==> src/rtl/uart_tx_buffer.sv <==
`default_nettype none
// +--------------------------------------------------------------------------+
// | Module   : uart_tx_buffer                                                |
// | Purpose  : byte FIFO that drains into a UART data register, bounded by   |
// |            the WSPACE credit read from the UART control register.        |
// | Revision : 1.0 - initial release                                         |
// +--------------------------------------------------------------------------+
module uart_tx_buffer #(
    parameter int DEPTH = 16,
    parameter int AW    = 4
) (
    input  logic        clk,
    input  logic        reset,
    input  logic        wr_valid,
    input  logic [7:0]  wr_data,
    output logic        wr_ready,
    output logic [AW:0] level,
    output logic        empty,
    output logic        uart_address,
    output logic        uart_read,
    output logic        uart_write,
    output logic [31:0] uart_writedata,
    input  logic [31:0] uart_readdata
);

    localparam logic [1:0]  c_IDLE  = 2'd0;
    localparam logic [1:0]  c_POLL  = 2'd1;
    localparam logic [1:0]  c_WAIT  = 2'd2;
    localparam logic [1:0]  c_WRITE = 2'd3;
    localparam logic [AW:0] c_FULL  = (AW + 1)'(DEPTH);
    localparam logic [AW:0] c_ONE   = (AW + 1)'(1);

    logic [1:0]    r_state;
    logic [1:0]    w_state_nxt;
    logic [7:0]    r_mem [DEPTH];
    logic [AW-1:0] r_wr_ptr;
    logic [AW-1:0] r_rd_ptr;
    logic [AW:0]   r_level;
    logic [15:0]   r_credit;
    logic [15:0]   w_credit_dec;
    logic [15:0]   w_wspace;
    logic          w_push;
    logic          w_pop;
    logic          w_unused;

    assign w_wspace     = uart_readdata[31:16];
    assign w_unused     = ^uart_readdata[15:0];
    assign wr_ready     = (r_level != c_FULL);
    assign w_push       = wr_valid && wr_ready;
    assign w_pop        = (r_state == c_WRITE) && (r_level != '0);
    // Credit saturates at zero rather than wrapping.
    assign w_credit_dec = (r_credit != 16'd0) ? (r_credit - 16'd1) : 16'd0;

    // Storage has no reset so it can map onto distributed RAM.
    always_ff @(posedge clk) begin
        if (w_push) begin
            r_mem[r_wr_ptr] <= wr_data;
        end
    end

    always_ff @(posedge clk) begin
        if (reset) begin
            r_wr_ptr <= '0;
            r_rd_ptr <= '0;
            r_level  <= '0;
        end else begin
            if (w_push) begin
                r_wr_ptr <= r_wr_ptr + 1'b1;
            end
            if (w_pop) begin
                r_rd_ptr <= r_rd_ptr + 1'b1;
            end
            case ({w_push, w_pop})
                2'b10:   r_level <= r_level + c_ONE;
                2'b01:   r_level <= r_level - c_ONE;
                default: r_level <= r_level;
            endcase
        end
    end

    always_comb begin
        w_state_nxt = r_state;
        case (r_state)
            c_IDLE: begin
                if (r_level != '0) begin
                    w_state_nxt = (r_credit != 16'd0) ? c_WRITE : c_POLL;
                end
            end
            c_POLL:  w_state_nxt = c_WAIT;
            c_WAIT:  w_state_nxt = (w_wspace != 16'd0) ? c_WRITE : c_IDLE;
            c_WRITE: begin
                // Continue the burst only if both credit and another byte remain.
                if ((w_credit_dec != 16'd0) && (r_level > c_ONE)) begin
                    w_state_nxt = c_WRITE;
                end else begin
                    w_state_nxt = c_IDLE;
                end
            end
            default: w_state_nxt = c_IDLE;
        endcase
    end

    always_ff @(posedge clk) begin
        if (reset) begin
            r_state  <= c_IDLE;
            r_credit <= 16'd0;
        end else begin
            r_state <= w_state_nxt;
            if (r_state == c_WAIT) begin
                r_credit <= w_wspace;
            end else if (r_state == c_WRITE) begin
                r_credit <= w_credit_dec;
            end
        end
    end

    assign level          = r_level;
    assign empty          = (r_level == '0);
    assign uart_read      = (r_state == c_POLL);
    assign uart_address   = (r_state == c_POLL);
    assign uart_write     = (r_state == c_WRITE);
    assign uart_writedata = (r_state == c_WRITE) ? {24'h0, r_mem[r_rd_ptr]} : 32'h0;

endmodule
`default_nettype wire
==> config.mk <==
export PLATFORM = sky130hd
export DESIGN_NAME = uart_tx_buffer
export DESIGN_NICKNAME = d
export VERILOG_FILES = /design/src/rtl/uart_tx_buffer.sv
export SDC_FILE = /design/constraint.sdc
export NUM_CORES = 1
export LEC_CHECK = 0
export ABC_AREA = 1
export CAP_MARGIN = 20
export CORE_MARGIN = 8
export CORE_UTILIZATION = 30
export DETAILED_ROUTE_END_ITERATION = 10
export GPL_ROUTABILITY_DRIVEN = 0
export GPL_TIMING_DRIVEN = 0
export HOLD_SLACK_MARGIN = 0.15
export PLACE_DENSITY_LB_ADDON = 0.12
export SLEW_MARGIN = 10
export SYNTH_ARGS = -nofsm -noshare
export SYNTH_HDL_FRONTEND = slang
export SYNTH_SLANG_ARGS = --single-unit
==> constraint.sdc <==
create_clock -name clk -period 3.1 [get_ports clk]
set_input_delay 0.465 -clock clk [delete_from_list [all_inputs] [get_ports clk]]
set_output_delay 0.465 -clock clk [all_outputs]
set_load 0.005 [all_outputs]
**Word-level counts from Yosys, hierarchy flattened**

Memory sizes are Yosys's and may differ from the RTL's. A register that Yosys moved wholly into a read port is not among the register bits.
Index checks and enable logic that the tools add are counted.

- Memories: 1
- Flip-flop bits (word level): 31
- Logic and storage cells: 44
- Bits in writable memories: 128

- Reductions and logical operators: 11
- Eq/ne operators: 7
- Muxes and demuxes: 14
- $lt $le $gt $ge: 1
- $add $sub $neg: 5

Memory list:

| name | depth | width | read ports | clocked after Yosys merged registers in | wr ports | line | source |
|---|---|---|---|---|---|---|---|
| r_mem | 16 | 8 | 1 | 1 | 1 | 35 | `logic [7:0] r_mem [DEPTH];` |

Operators by type and width:

| operator | number |
|---|---|
| $mux 16 | 3 |
| $reduce_bool 16->1 | 3 |
| $sub 16x1->16 const B | 1 |
| $pmux 5 s2 | 1 |
| $add 4x1->4 const B | 2 |
| $mux 2 | 4 |
| $mux 4 | 2 |
| $mux 8 | 1 |
| $pmux 2 s4 | 1 |
| $eq 2x2->1 const B | 3 |
| $add 5x1->5 const B | 1 |
| $gt 5x1->1 const B | 1 |
| $logic_not 5->1 | 1 |
| $ne 5x5->1 const B | 1 |
| $reduce_bool 5->1 | 1 |
| $sub 5x1->5 const B | 1 |
| $eq 2x1->1 const B | 2 |
| $reduce_bool 2->1 | 2 |
| $logic_and 1x1->1 | 3 |
| $logic_not 2->1 | 1 |
| $mux 1 | 2 |
| $ne 2x2->1 const B | 1 |

**Depth between registers and ports, before layout**

Gate-level depths: netlist (run 1).

- Word-level depth: 6
- Mapped depth: 16
- Gate-level depth less buffers: 16

**Worst setup path after synthesis (run 1)**

No wires, ideal clock.

- Path kind: flip-flop to flip-flop
- From: reg r_level[0], in the netlist level[0]
- To: reg r_level[3], in the netlist level[3]
- Arrival time: 2.163 ns
- Buffers on the path: 1
- Clock period less this slack: 2.285 ns
- Setup time: 0.122 ns
- Setup slack: 0.815 ns
- Stages on the path, launching flop included: 16
- Required time: 2.978 ns
- Cell sequence: dfxtp_1 -> inv_1 -> ha_1 -> inv_1 -> nor2_1 -> inv_1 -> nor2_1 -> inv_1 -> nand2_1 -> inv_1 -> ha_1 -> clkbuf_1 -> nor4_1 -> o21ai_0 -> o21ai_0 -> a21oi_1

- Cells in the longest elaborated chain, start to end: 4
- Elaborated cells on any way between the ends: 10
- Those cells by class: add/sub (2); eq/ne (3); mux (1); reduce/logical (4)

RTL lines:

| item | line | source |
|---|---|---|
| from (decl) | 38 | `logic [AW:0] r_level;` |
| from (signal assigned) | 74 | `2'b10: r_level <= r_level + c_ONE;` |
| from (signal assigned) | 75 | `2'b01: r_level <= r_level - c_ONE;` |
| from (signal assigned) | 76 | `default: r_level <= r_level;` |
| $reduce_bool 5->1 * | 50 | `assign w_pop = (r_state == c_WRITE) && (r_level != '0);` |
| $logic_and 1x1->1 * | 50 |  |
| via w_pop | 43 | `logic w_pop;` |
| $eq 2x1->1 or $eq 2x2->1 (tied branches) | 73 | `case ({w_push, w_pop})` |
| $pmux 5 s2 or $reduce_bool 2->1 (tied branches) | - |  |

Mark *: on every way through the listed nets, which the timed path passes. The rest lies on a longest branch.
A chain may end at the register's enable or synchronous reset.

==> out/qor.csv, run 1 <==
metric;value;unit
sequence of cells on the critical path;clkbuf_4 > inv_4 > buf_4 > o21ai_0 > o221ai_1 > o211ai_1 > a21oi_2 > clkdlybuf4s50_1;
unrepaired setup endpoints after global routing;yes;
H-tree lvl count;4;
Final ANT Viol Nets;0;
fraction of final layout cells sized beyond drive strength 1;12.6;%
Post-CTS Setup Repair Bufs;0;
synthesized cell area;7390;um2
overall via count from detail_route;5526;
Pins Over Slew Limit;0;
Total Nets Final;866;
wire length of the first global-routing pass;31.4;mm
full die area;29900;um2
Initial DRC Count;481;
ys async rst share;0;%
Sequential cell area;4540;um2
Critical R2R Launch;level[0]$_SDFFE_PP0P_;
Fmax achieved;0.332;GHz
clock root cell;sky130_fd_sc_hd__clkbuf_16;
Period Utilization, post-route;97.0;%
worst-path fanout max;10;
nature of the critical path endpoint;output pin;
path class of the lowest-slack min-delay path;register to register;
Setup Viol. Count Final;0;
run status;finished clean;
library cell with the largest summed area after synthesis;sky130_fd_sc_hd__edfxtp_1;
number of hold violations in the final report;0;
total area of multi-input combinational cells;2460;um2
number of enable flip-flop cells after synthesis;128;
routed length per placed instance;18.1;um
final standard cell count with taps included and fillers excluded;1150;
area share of the largest cell type after synthesis;52.0;%
maximum number of buffers from clock root to sink;2;
vertical die dimension;173;um
critical path's slowest cell;sky130_fd_sc_hd__clkdlybuf4s50_1;
Synth area leaders;sky130_fd_sc_hd__edfxtp_1, sky130_fd_sc_hd__dfxtp_1, sky130_fd_sc_hd__nor2_1;
data required time at the worst endpoint;2.63;ns
Arrival @ worst endpoint;2.54;ns
commonest register cell after synthesis;sky130_fd_sc_hd__edfxtp_1;
total overflow reported by the global router;0;
category of cells accounting for the largest share of critical-path delay;buffers and inverters;
Post-Route Skew;0.0137;ns
CTS Buf Count;17;
total power per unit cell area;749;nW/um2
Worst-Margin Slew;0.917;ns
Antenna diodes;0;
residual DRC count;0;
clock-pin transition on the worst setup and hold timing paths;0.06;ns
launch point of the worst hold path;r_credit[0]$_SDFFE_PP0P_;
starting utilization of the core area;30.5;%
clock tree from TritonCTS;yes;
Leakage;3.27;nW
count of fill cells added during filler insertion;2485;
maximum VDD drop;0.000335;V
number of antenna violations at the first check in global routing;0;
Overall Power;6.78;mW
later-pin clock latency in the skew report;0.42;ns
IO Port Bufs;44;
I/O pin total;85;
# Max-Cap Violations;0;
largest stage delay on the critical path;0.52;ns
via-per-instance ratio;4.81;
mean instance size in the synthesized netlist;10.2;um2
total detailed-routing wirelength;20.8;mm
Worst Path Class, Setup;register to output pin;
count of clock tree sinks;163;
final-layout worst hold slack;0.499;ns
Yosys warning count;0;
cell total after placement;1119;
FP Rows;57;
Worst setup SP type;register;
vias in the first global route;5338;
largest net degree at the start of global routing;17;
number of buffer and inverter stages on the critical path;4;
half-perimeter wire length after placement;14.0;mm
Core Box Area;24200;um2
Chip Width;173;um
Final Core Density;37.3;%
relative slew slack;38.6;%
total of flip-flops plus latches after synthesis;163;
Mapped Cells;728;
Initial DRT Pass Iterations;5;
min Tclk post-route;3.01;ns
signed area change from the synthesized netlist to the final layout;22.5;%
unique cell type count in the Yosys netlist;34;
All-Layer GR Usage;13.7;%
share of the yosys chip area belonging to registers;61.5;%
==> layout make-up <==
cell class	count	share of cell area [%]
sequential	163	50.2
multi-input combinational	478	27.1
clock buffer	23	6.00
timing repair buffer	44	4.87
tap	324	4.48
buffer	55	4.20
inverter	54	2.27
clock inverter	9	0.830
==> synthesized netlist by cell type, drive strengths merged (2+ instances only) <==
library cell,count
nand3,35
o21ai,77
inv,52
ha,10
o21bai,2
clkbuf,27
buf,29
nor4,5
nor3,2
a31oi,18
o211ai,13
clkinv,2
o221ai,19
dfxtp,35
nand2,100
a21oi,22
nor2,119
edfxtp,128
o22ai,13
o31ai,3
nand4,12
==> timing repair <==
item | 4_1_cts | 5_1_grt
gates resized for setup | 33 | 21
setup endpoints to repair | 8 | 8
hold buffers | 0 | 0
pin swaps | 0 | 1
==> flip-flops by register name (all words and copies together) (netlist names), named ones only <==
name / count
r_mem: 128
r_credit: 16
level: 5
r_rd_ptr: 4
r_wr_ptr: 4
r_state: 2
==> worst register-to-register path, delay by kind of cell (launching register included) <==
kind | cells | cell delay (ns)
buffers and inverters | 6 | 0.63
flip-flops | 1 | 0.36
adder cells (fa/ha/maj) | 2 | 0.44
AND/OR/NAND/NOR | 4 | 0.73
AO/OA/AOI/OAI | 3 | 0.36
==> cells in the final DEF, fill, tap and decap left out, drive strengths merged <==
| cell type | n |
|---|---|
| o21a | 1 |
| dfxtp | 35 |
| clkbuf | 44 |
| nand4 | 12 |
| nand2 | 100 |
| conb | 24 |
| a21oi | 22 |
| xor2 | 1 |
| edfxtp | 128 |
| o22ai | 13 |
| nor3b | 1 |
| o21bai | 2 |
| buf | 34 |
| ha | 10 |
| a31oi | 18 |
| nor3 | 2 |
| clkinv | 6 |
| inv | 57 |
| o31ai | 3 |
| o221ai | 19 |
| nand3 | 35 |
| o211ai | 13 |
| nor4 | 5 |
| o21ai | 77 |
| clkdlybuf4s50 | 44 |
| a21o | 1 |
| nor2 | 119 |
==> final timing paths <==
| path | slack, ns | end | cells past startpoint |
|---|---|---|---|
| setup / recovery | 0.09 | uart_writedata[1] | 8 |
| hold / removal | 0.50 | r_credit[0]$_SDFFE_PP0P_ | 2 |
| setup reg to reg | 0.45 | level[3]$_SDFFE_PP0P_ | 15 |
| hold reg to reg | 0.50 | r_credit[0]$_SDFFE_PP0P_ | 2 |
==> metrics by stage <==
stage,setup slack (ns),cell area [um2],setup TNS [ns]
2_1_floorplan,0.815,7480,0
3_3_place_gp,-0.00581,8320,-0.00758
3_5_place_dp,-0.0442,8320,-0.0562
4_1_cts,0.000109,9020,0
5_1_grt,-0.00140,9050,-0.00211
6_report,0.0917,9050,0
==> cells by family after synthesis <==
family          count (synthesis)  synth area share (%)
other cells                     1                0.0507
simple gates                  274                  15.9
flops                         163                  61.5
buf+inv                       110                  7.01
xor+xnor                        1                 0.119
compound gates                169                  13.7
fa+ha+maj                      10                  1.69
==> routing by layer <==
| layer | track usage, % | share of wire [%] | wire, um |
|---|---|---|---|
| met5 | 0 | 0 | 0 |
| met4 | 3.92 | 1.5 | 314 |
| met3 | 3.38 | 5.5 | 1140 |
| met1 | 18.9 | 48 | 9990 |
| met2 | 20.9 | 45 | 9340 |
==> power by group <==
group	internal, mW	switching (mW)
combinational	0.711	1.33
sequential	2.46	0.112
clock	1.26	0.903
total	4.43	2.35
(Power assumes the default switching activity.)
==> run 2: changes to the inputs <==
--- a/config.mk
+++ b/config.mk
@@ -7,13 +7,13 @@
 export LEC_CHECK = 0
 export ABC_AREA = 1
 export CAP_MARGIN = 20
-export CORE_MARGIN = 8
+export CORE_MARGIN = 1
 export CORE_UTILIZATION = 30
 export DETAILED_ROUTE_END_ITERATION = 10
 export GPL_ROUTABILITY_DRIVEN = 0
 export GPL_TIMING_DRIVEN = 0
 export HOLD_SLACK_MARGIN = 0.15
-export PLACE_DENSITY_LB_ADDON = 0.12
+export PLACE_DENSITY = 0.59
 export SLEW_MARGIN = 10
 export SYNTH_ARGS = -nofsm -noshare
 export SYNTH_HDL_FRONTEND = slang
==> out/qor.csv, run 2 (synthesis gave the netlist of run 1 again) <==
metric;value;unit;change
run status;finished clean;;unchanged
maximum number of buffers from clock root to sink;2;;unchanged
signed area change from the synthesized netlist to the final layout;21.9;%;was 22.5%
wire length of the first global-routing pass;29.1;mm;was 31.4 mm
Initial DRT Pass Iterations;5;;unchanged
smallest setup slack after layout;0.0687;ns;was 0.0917 ns
vias in the first global route;5242;;was 5338
data required time at the worst endpoint;2.63;ns;about the same
capturing point of the worst reg2reg path;level[3]$_SDFFE_PP0P_;;unchanged
portion of total power attributed to combinational logic;29.9;%;was 30.1%
Core Box Area;24200;um2;unchanged
commonest non-fill, non-tap cells in the layout;sky130_fd_sc_hd__edfxtp_1, sky130_fd_sc_hd__nor2_1, sky130_fd_sc_hd__nand2_1, sky130_fd_sc_hd__o21ai_0, sky130_fd_sc_hd__inv_1;;unchanged
path class of the lowest-slack min-delay path;register to register;;unchanged
switching pwr;2.34;mW;was 2.35 mW
clock-pin transition on the worst setup and hold timing paths;0.07;ns;was 0.06 ns
Final Core Density;37.2;%;was 37.3%
Overall Power;6.73;mW;was 6.78 mW
Final ANT Viol Nets;0;;unchanged
total area of multi-input combinational cells;2450;um2;was 2460 um2
Critical R2R Launch;level[1]$_SDFFE_PP0P_;;was level[0]$_SDFFE_PP0P_
min Tclk post-route;3.03;ns;was 3.01 ns
total overflow reported by the global router;0;;unchanged
IO Port Bufs;44;;unchanged
# Max-Cap Violations;0;;unchanged
total detailed-routing wirelength;18.7;mm;was 20.8 mm
worst reg2reg setup slack;0.47;ns;was 0.45 ns
worst setup slack after placement;0.140;ns;was -0.0442 ns
count of fill cells added during filler insertion;2426;;was 2485
Fmax achieved;0.330;GHz;was 0.332 GHz
nature of the critical path endpoint;output pin;;unchanged
Clock Power Share;31.9;%;about the same
met1 demand-to-capacity share in global routing;21.0;%;was 18.9%
Pins Over Slew Limit;0;;unchanged
Worst setup SP type;register;;unchanged
number of cells on the worst hold path;2;;unchanged
H-tree lvl count;4;;unchanged
clock root cell;sky130_fd_sc_hd__clkbuf_16;;unchanged
Sequential cell area;4540;um2;unchanged
cell-internal power;4.38;mW;was 4.43 mW
worst setup path endpoint;uart_writedata[7];;was uart_writedata[1]
worst r2r path cells;15;;unchanged
Worst Path Class, Setup;register to output pin;;unchanged
later-pin clock latency in the skew report;0.43;ns;was 0.42 ns
routed length per placed instance;16.2;um;was 18.1 um
met2 GRT Util;23.8;%;was 20.9%
Total Nets Final;867;;was 866
met3 track utilization from global routing;2.50;%;was 3.38%
fraction of final layout cells sized beyond drive strength 1;12.3;%;was 12.6%
largest net degree at the start of global routing;17;;unchanged
number of hold violations in the final report;0;;unchanged
switching power share of the total;34.9;%;was 34.6%
relative slew slack;43.0;%;was 38.6%
clock tree from TritonCTS;yes;;unchanged
Worst-Margin Slew;0.852;ns;was 0.917 ns
Post-CTS Setup Repair Bufs;0;;unchanged
post-route standard cell area excluding fillers;9010;um2;was 9050 um2
maximum VDD drop;0.000463;V;was 0.000335 V
full die area;25300;um2;was 29900 um2
count of clock tree sinks;163;;unchanged
FP Rows;57;;unchanged
sequential power share;38.2;%;was 38.0%
overall via count from detail_route;5587;;was 5526
hold-fix buffer count after cts;0;;unchanged
worst-path fanout max;10;;unchanged
Top reg by flops;r_mem;;unchanged
total power per unit cell area;747;nW/um2;was 749 nW/um2
vertical die dimension;159;um;was 173 um
number of antenna violations at the first check in global routing;0;;unchanged
Arrival @ worst endpoint;2.57;ns;was 2.54 ns
All-Layer GR Usage;15.1;%;was 13.7%
most common cell after layout, fill and taps aside;sky130_fd_sc_hd__edfxtp_1;;unchanged
starting utilization of the core area;30.5;%;unchanged
CTS Buf Count;17;;unchanged
unrepaired setup endpoints after global routing;no;;was yes
Initial DRC Count;440;;was 481
Leakage;3.25;nW;was 3.27 nW
Placement Cell Area;8320;um2;unchanged
half-perimeter wire length after placement;12.6;mm;was 14.0 mm
max reg flops;128;;unchanged
Post-Route Skew;0.00827;ns;was 0.0137 ns
residual DRC count;0;;unchanged
Antenna diodes;0;;unchanged
I/O pin total;85;;unchanged
Period Utilization, post-route;97.8;%;was 97.0%
highest-utilization routing layer at the global route stage;met2;;unchanged
Setup Viol. Count Final;0;;unchanged
Chip Width;159;um;was 173 um
via-per-instance ratio;4.86;;was 4.81
run 2: repair_timing:
item / in CTS / in global routing
pin swaps: 0 / 3
endpoints found under the setup margin: 8 / 8
resized for setup: 22 / 36
run 2: power groups by stage:
stage | clock, mW | sequential [mW] | combinational, mW
after detailed placement | 0 | 2.62 | 1.96
final | 2.14 | 2.57 | 2.01
after CTS | 2.17 | 2.57 | 1.98
after global placement | 0 | 2.62 | 1.95
after global routing | 2.26 | 2.59 | 2.27
after floorplan | 0 | 2.59 | 1.43
run 2: per-layer routing:
| layer | routed length, um | part of all wire [%] | vias up |
|---|---|---|---|
| li1 | - | - | 2718 |
| met1 | 8490 | 45 | 2614 |
| met2 | 8460 | 45 | 234 |
| met3 | 1390 | 7.5 | 21 |
| met4 | 327 | 1.8 | 0 |
| met5 | 0 | 0 | - |
run 2: metrics by stage:
step / setup TNS [ns] / hold slack [ns] / std cells
after CTS: -0.00547 / 0.500 / 1150
after global placement: 0 / 0.476 / 1119
after global routing: 0 / 0.536 / 1150
final: 0 / 0.502 / 1150
after floorplan: 0 / 0.464 / 751
after detailed placement: 0 / 0.489 / 1119
run 2: how the worst min path moves through the flow:
| stage | startpoint | end | slack, ns |
|---|---|---|---|
| floorplan | r_credit[0]$_SDFFE_PP0P_ | r_credit[0]$_SDFFE_PP0P_ | 0.46 |
| global placement | r_credit[0]$_SDFFE_PP0P_ | r_credit[0]$_SDFFE_PP0P_ | 0.48 |
| detailed placement | r_credit[0]$_SDFFE_PP0P_ | r_credit[0]$_SDFFE_PP0P_ | 0.49 |
| CTS | r_credit[0]$_SDFFE_PP0P_ | r_credit[0]$_SDFFE_PP0P_ | 0.50 |
| global route | r_credit[0]$_SDFFE_PP0P_ | r_credit[0]$_SDFFE_PP0P_ | 0.54 |
| finish | level[3]$_SDFFE_PP0P_ | level[3]$_SDFFE_PP0P_ | 0.50 |
run 2: critical path, cell delays in order (launching register included):
cell and delay (ns):
sky130_fd_sc_hd__dfxtp_1 0.37, sky130_fd_sc_hd__inv_1 0.15, sky130_fd_sc_hd__clkbuf_2 0.29, sky130_fd_sc_hd__o21ai_0 0.14
sky130_fd_sc_hd__o22ai_1 0.30, sky130_fd_sc_hd__o211ai_1 0.18, sky130_fd_sc_hd__a21oi_1 0.18, sky130_fd_sc_hd__clkdlybuf4s50_1 0.53
run 2: final cells by class:
class,instances,area share (%)
tap,324,4.50
timing repair buffer,44,4.89
clock buffer,17,4.72
inverter,54,2.28
clock inverter,14,1.83
multi-input combinational,478,27.2
sequential,163,50.4
buffer,56,4.18
==> run 3: changes to the inputs <==
--- a/config.mk
+++ b/config.mk
@@ -7,13 +7,13 @@
 export LEC_CHECK = 0
 export ABC_AREA = 1
 export CAP_MARGIN = 20
-export CORE_MARGIN = 1
+export CORE_MARGIN = 2
 export CORE_UTILIZATION = 30
 export DETAILED_ROUTE_END_ITERATION = 10
 export GPL_ROUTABILITY_DRIVEN = 0
 export GPL_TIMING_DRIVEN = 0
 export HOLD_SLACK_MARGIN = 0.15
-export PLACE_DENSITY = 0.59
+export PLACE_DENSITY = 0.58
 export SLEW_MARGIN = 10
 export SYNTH_ARGS = -nofsm -noshare
 export SYNTH_HDL_FRONTEND = slang
==> out/qor.csv, run 3 (synthesis gave the netlist of run 1 again) <==
metric;value;unit;change
I/O pin total;85;;unchanged
Worst-Margin Slew;0.875;ns;was 0.852 ns
Setup Viol. Count Final;0;;unchanged
total detailed-routing wirelength;18.9;mm;was 18.7 mm
critical path's slowest cell;sky130_fd_sc_hd__clkdlybuf4s50_1;;unchanged
Period Utilization, post-route;98.6;%;was 97.8%
vertical die dimension;161;um;was 159 um
category of cells accounting for the largest share of critical-path delay;buffers and inverters;;unchanged
number of hold violations in the final report;0;;unchanged
largest net degree at the start of global routing;18;;was 17
relative slew slack;41.4;%;was 43.0%
clock-pin transition on the worst setup and hold timing paths;0.07;ns;about the same
half-perimeter wire length after placement;12.7;mm;was 12.6 mm
Post-Route Skew;0.0117;ns;was 0.00827 ns
FP Rows;57;;unchanged
Antenna diodes;0;;unchanged
Core Box Area;24200;um2;unchanged
routed length per placed instance;16.4;um;was 16.2 um
clock tree from TritonCTS;yes;;unchanged
Total Nets Final;867;;unchanged
overall via count from detail_route;5585;;was 5587
count of clock tree sinks;163;;unchanged
commonest non-fill, non-tap cells in the layout;sky130_fd_sc_hd__edfxtp_1, sky130_fd_sc_hd__nor2_1, sky130_fd_sc_hd__nand2_1, sky130_fd_sc_hd__o21ai_0, sky130_fd_sc_hd__inv_1;;unchanged
starting utilization of the core area;30.5;%;unchanged
Worst Path Class, Setup;register to output pin;;unchanged
worst reg2reg setup slack;0.42;ns;was 0.47 ns
Final Core Density;37.0;%;was 37.2%
Chip Width;161;um;was 159 um
Endpoint, Worst Hold;r_credit[0]$_SDFFE_PP0P_;;was level[3]$_SDFFE_PP0P_
total power per unit cell area;737;nW/um2;was 747 nW/um2
post-route standard cell area excluding fillers;8980;um2;was 9010 um2
Initial DRT Pass Iterations;5;;unchanged
vias in the first global route;5242;;unchanged
number of cells on the worst hold path;2;;unchanged
Arrival @ worst endpoint;2.59;ns;was 2.57 ns
data required time at the worst endpoint;2.63;ns;about the same
Pins Over Slew Limit;0;;unchanged
Leakage;3.24;nW;was 3.25 nW
max reg flops;128;;unchanged
Fmax achieved;0.327;GHz;was 0.330 GHz
final-layout worst hold slack;0.498;ns;was 0.502 ns
count of fill cells added during filler insertion;2448;;was 2426
path class of the lowest-slack min-delay path;register to register;;unchanged
maximum VDD drop;0.000459;V;was 0.000463 V
launch point of the worst hold path;r_credit[0]$_SDFFE_PP0P_;;was level[3]$_SDFFE_PP0P_
worst r2r path cells;15;;unchanged
clock root cell;sky130_fd_sc_hd__clkbuf_16;;unchanged
sequence of cells on the critical path;clkbuf_4 > inv_4 > clkbuf_4 > o21ai_0 > o22ai_2 > o211ai_1 > a21oi_1 > clkdlybuf4s50_1;;was inv_1 > clkbuf_2 > o21ai_0 > o22ai_1 > o211ai_1 > a21oi_1 > clkdlybuf4s50_1
via-per-instance ratio;4.85;;was 4.86
min Tclk post-route;3.06;ns;was 3.03 ns
maximum number of buffers from clock root to sink;2;;unchanged
largest stage delay on the critical path;0.46;ns;was 0.53 ns
H-tree lvl count;4;;unchanged
nature of the critical path endpoint;output pin;;unchanged
cell repeated most along the worst path;sky130_fd_sc_hd__clkbuf_4;;
worst-path fanout max;10;;unchanged
hold-fix buffer count after cts;0;;unchanged
CTS Buf Count;17;;unchanged
Final ANT Viol Nets;0;;unchanged
most common cell after layout, fill and taps aside;sky130_fd_sc_hd__edfxtp_1;;unchanged
total overflow reported by the global router;0;;unchanged
All-Layer GR Usage;14.8;%;was 15.1%
residual DRC count;0;;unchanged
Worst setup SP type;register;;unchanged
run status;finished clean;;unchanged
Placement Cell Area;8320;um2;unchanged
capturing point of the worst reg2reg path;level[3]$_SDFFE_PP0P_;;unchanged
IO Port Bufs;44;;unchanged
Critical R2R Launch;level[1]$_SDFFE_PP0P_;;unchanged
Top reg by flops;r_mem;;unchanged
total negative slack;0;ns;unchanged
wire length of the first global-routing pass;29.1;mm;about the same
later-pin clock latency in the skew report;0.43;ns;about the same
# Max-Cap Violations;0;;unchanged
Initial DRC Count;445;;was 440
signed area change from the synthesized netlist to the final layout;21.5;%;was 21.9%
number of antenna violations at the first check in global routing;0;;unchanged
fraction of final layout cells sized beyond drive strength 1;12.1;%;was 12.3%
number of buffer and inverter stages on the critical path;4;;was 3
full die area;25900;um2;was 25300 um2
## run 3: changes by cell type in the layout (fill, tap and decap cells not counted), sizes merged
cell / before / now
buf: 38 / 35
clkbuf: 35 / 38
clkinv: 4 / 7
bufinv: 2 / 0
## run 3: cell type report
| type | count | area, um2 | share of cell area (%) |
|---|---|---|---|
| clock inverter | 15 | 140 | 1.56 |
| sequential | 163 | 4540 | 50.6 |
| clock buffer | 17 | 425 | 4.74 |
| buffer | 56 | 375 | 4.18 |
| multi-input combinational | 478 | 2440 | 27.2 |
| tap | 324 | 405 | 4.52 |
| timing repair buffer | 44 | 440 | 4.91 |
| inverter | 54 | 205 | 2.29 |
## run 3: metal layers
metal | global-route usage, % | up-vias | share of wire, %
met1 | 20.1 | 2624 | 46
met4 | 5.64 | 0 | 2.4
li1 | - | 2718 | -
met5 | 0 | - | 0
met2 | 23.2 | 214 | 45
met3 | 3.25 | 29 | 6.7
## run 3: where the power goes
| group | switching, mW | internal (mW) | leakage (nW) | total [mW] |
|---|---|---|---|---|
| Sequential | 0.110 | 2.46 | 1.44 | 2.57 |
| Clock | 0.961 | 1.07 | 0.276 | 2.03 |
| Combinational | 1.31 | 0.709 | 1.52 | 2.02 |
| Total | 2.38 | 4.24 | 3.24 | 6.62 |
## run 3: through the flow
step / std cells / worst slack [ns] / power (mW)
5_1_grt: 1151 / -0.00524 / 7.01
3_5_place_dp: 1119 / 0.153 / 4.60
6_report: 1151 / 0.0433 / 6.62
2_1_floorplan: 751 / 0.815 / 4.02
3_3_place_gp: 1119 / 0.153 / 4.57
4_1_cts: 1151 / 0.00187 / 6.62
## run 3: worst register-to-register path, stage by stage (launching register included)
cell and delay (ns):
sky130_fd_sc_hd__dfxtp_1 0.36, sky130_fd_sc_hd__inv_1 0.14, sky130_fd_sc_hd__ha_1 0.17, sky130_fd_sc_hd__inv_1 0.05
sky130_fd_sc_hd__nor2_1 0.13, sky130_fd_sc_hd__inv_1 0.07, sky130_fd_sc_hd__nor2_1 0.23, sky130_fd_sc_hd__inv_1 0.07
sky130_fd_sc_hd__nand2_1 0.09, sky130_fd_sc_hd__inv_1 0.12, sky130_fd_sc_hd__ha_1 0.28, sky130_fd_sc_hd__clkbuf_1 0.18
sky130_fd_sc_hd__nor4_1 0.31, sky130_fd_sc_hd__o21ai_0 0.14, sky130_fd_sc_hd__o21ai_0 0.16, sky130_fd_sc_hd__a21oi_1 0.06
## run 3: what timing repair did
| item | in CTS | in global routing |
|---|---|---|
| setup buffers | 0 | 0 |
| pin swaps | 0 | 3 |
| resized for setup | 22 | 32 |
| endpoints found under the setup margin | 8 | 8 |
## run 3: how the worst max path moves through the flow
stage | start | endpoint | slack (ns) | cells past startpoint
detailed placement | register | uart_writedata[3] | 0.15 | 8
finish | register | uart_writedata[3] | 0.04 | 8
floorplan | level[0]$_SDFFE_PP0P_ | level[3]$_SDFFE_PP0P_ | 0.82 | 15
CTS | register | uart_writedata[5] | 0.002 | 7
global placement | register | uart_writedata[1] | 0.15 | 7
global route | register | uart_writedata[3] | -0.005 | 8
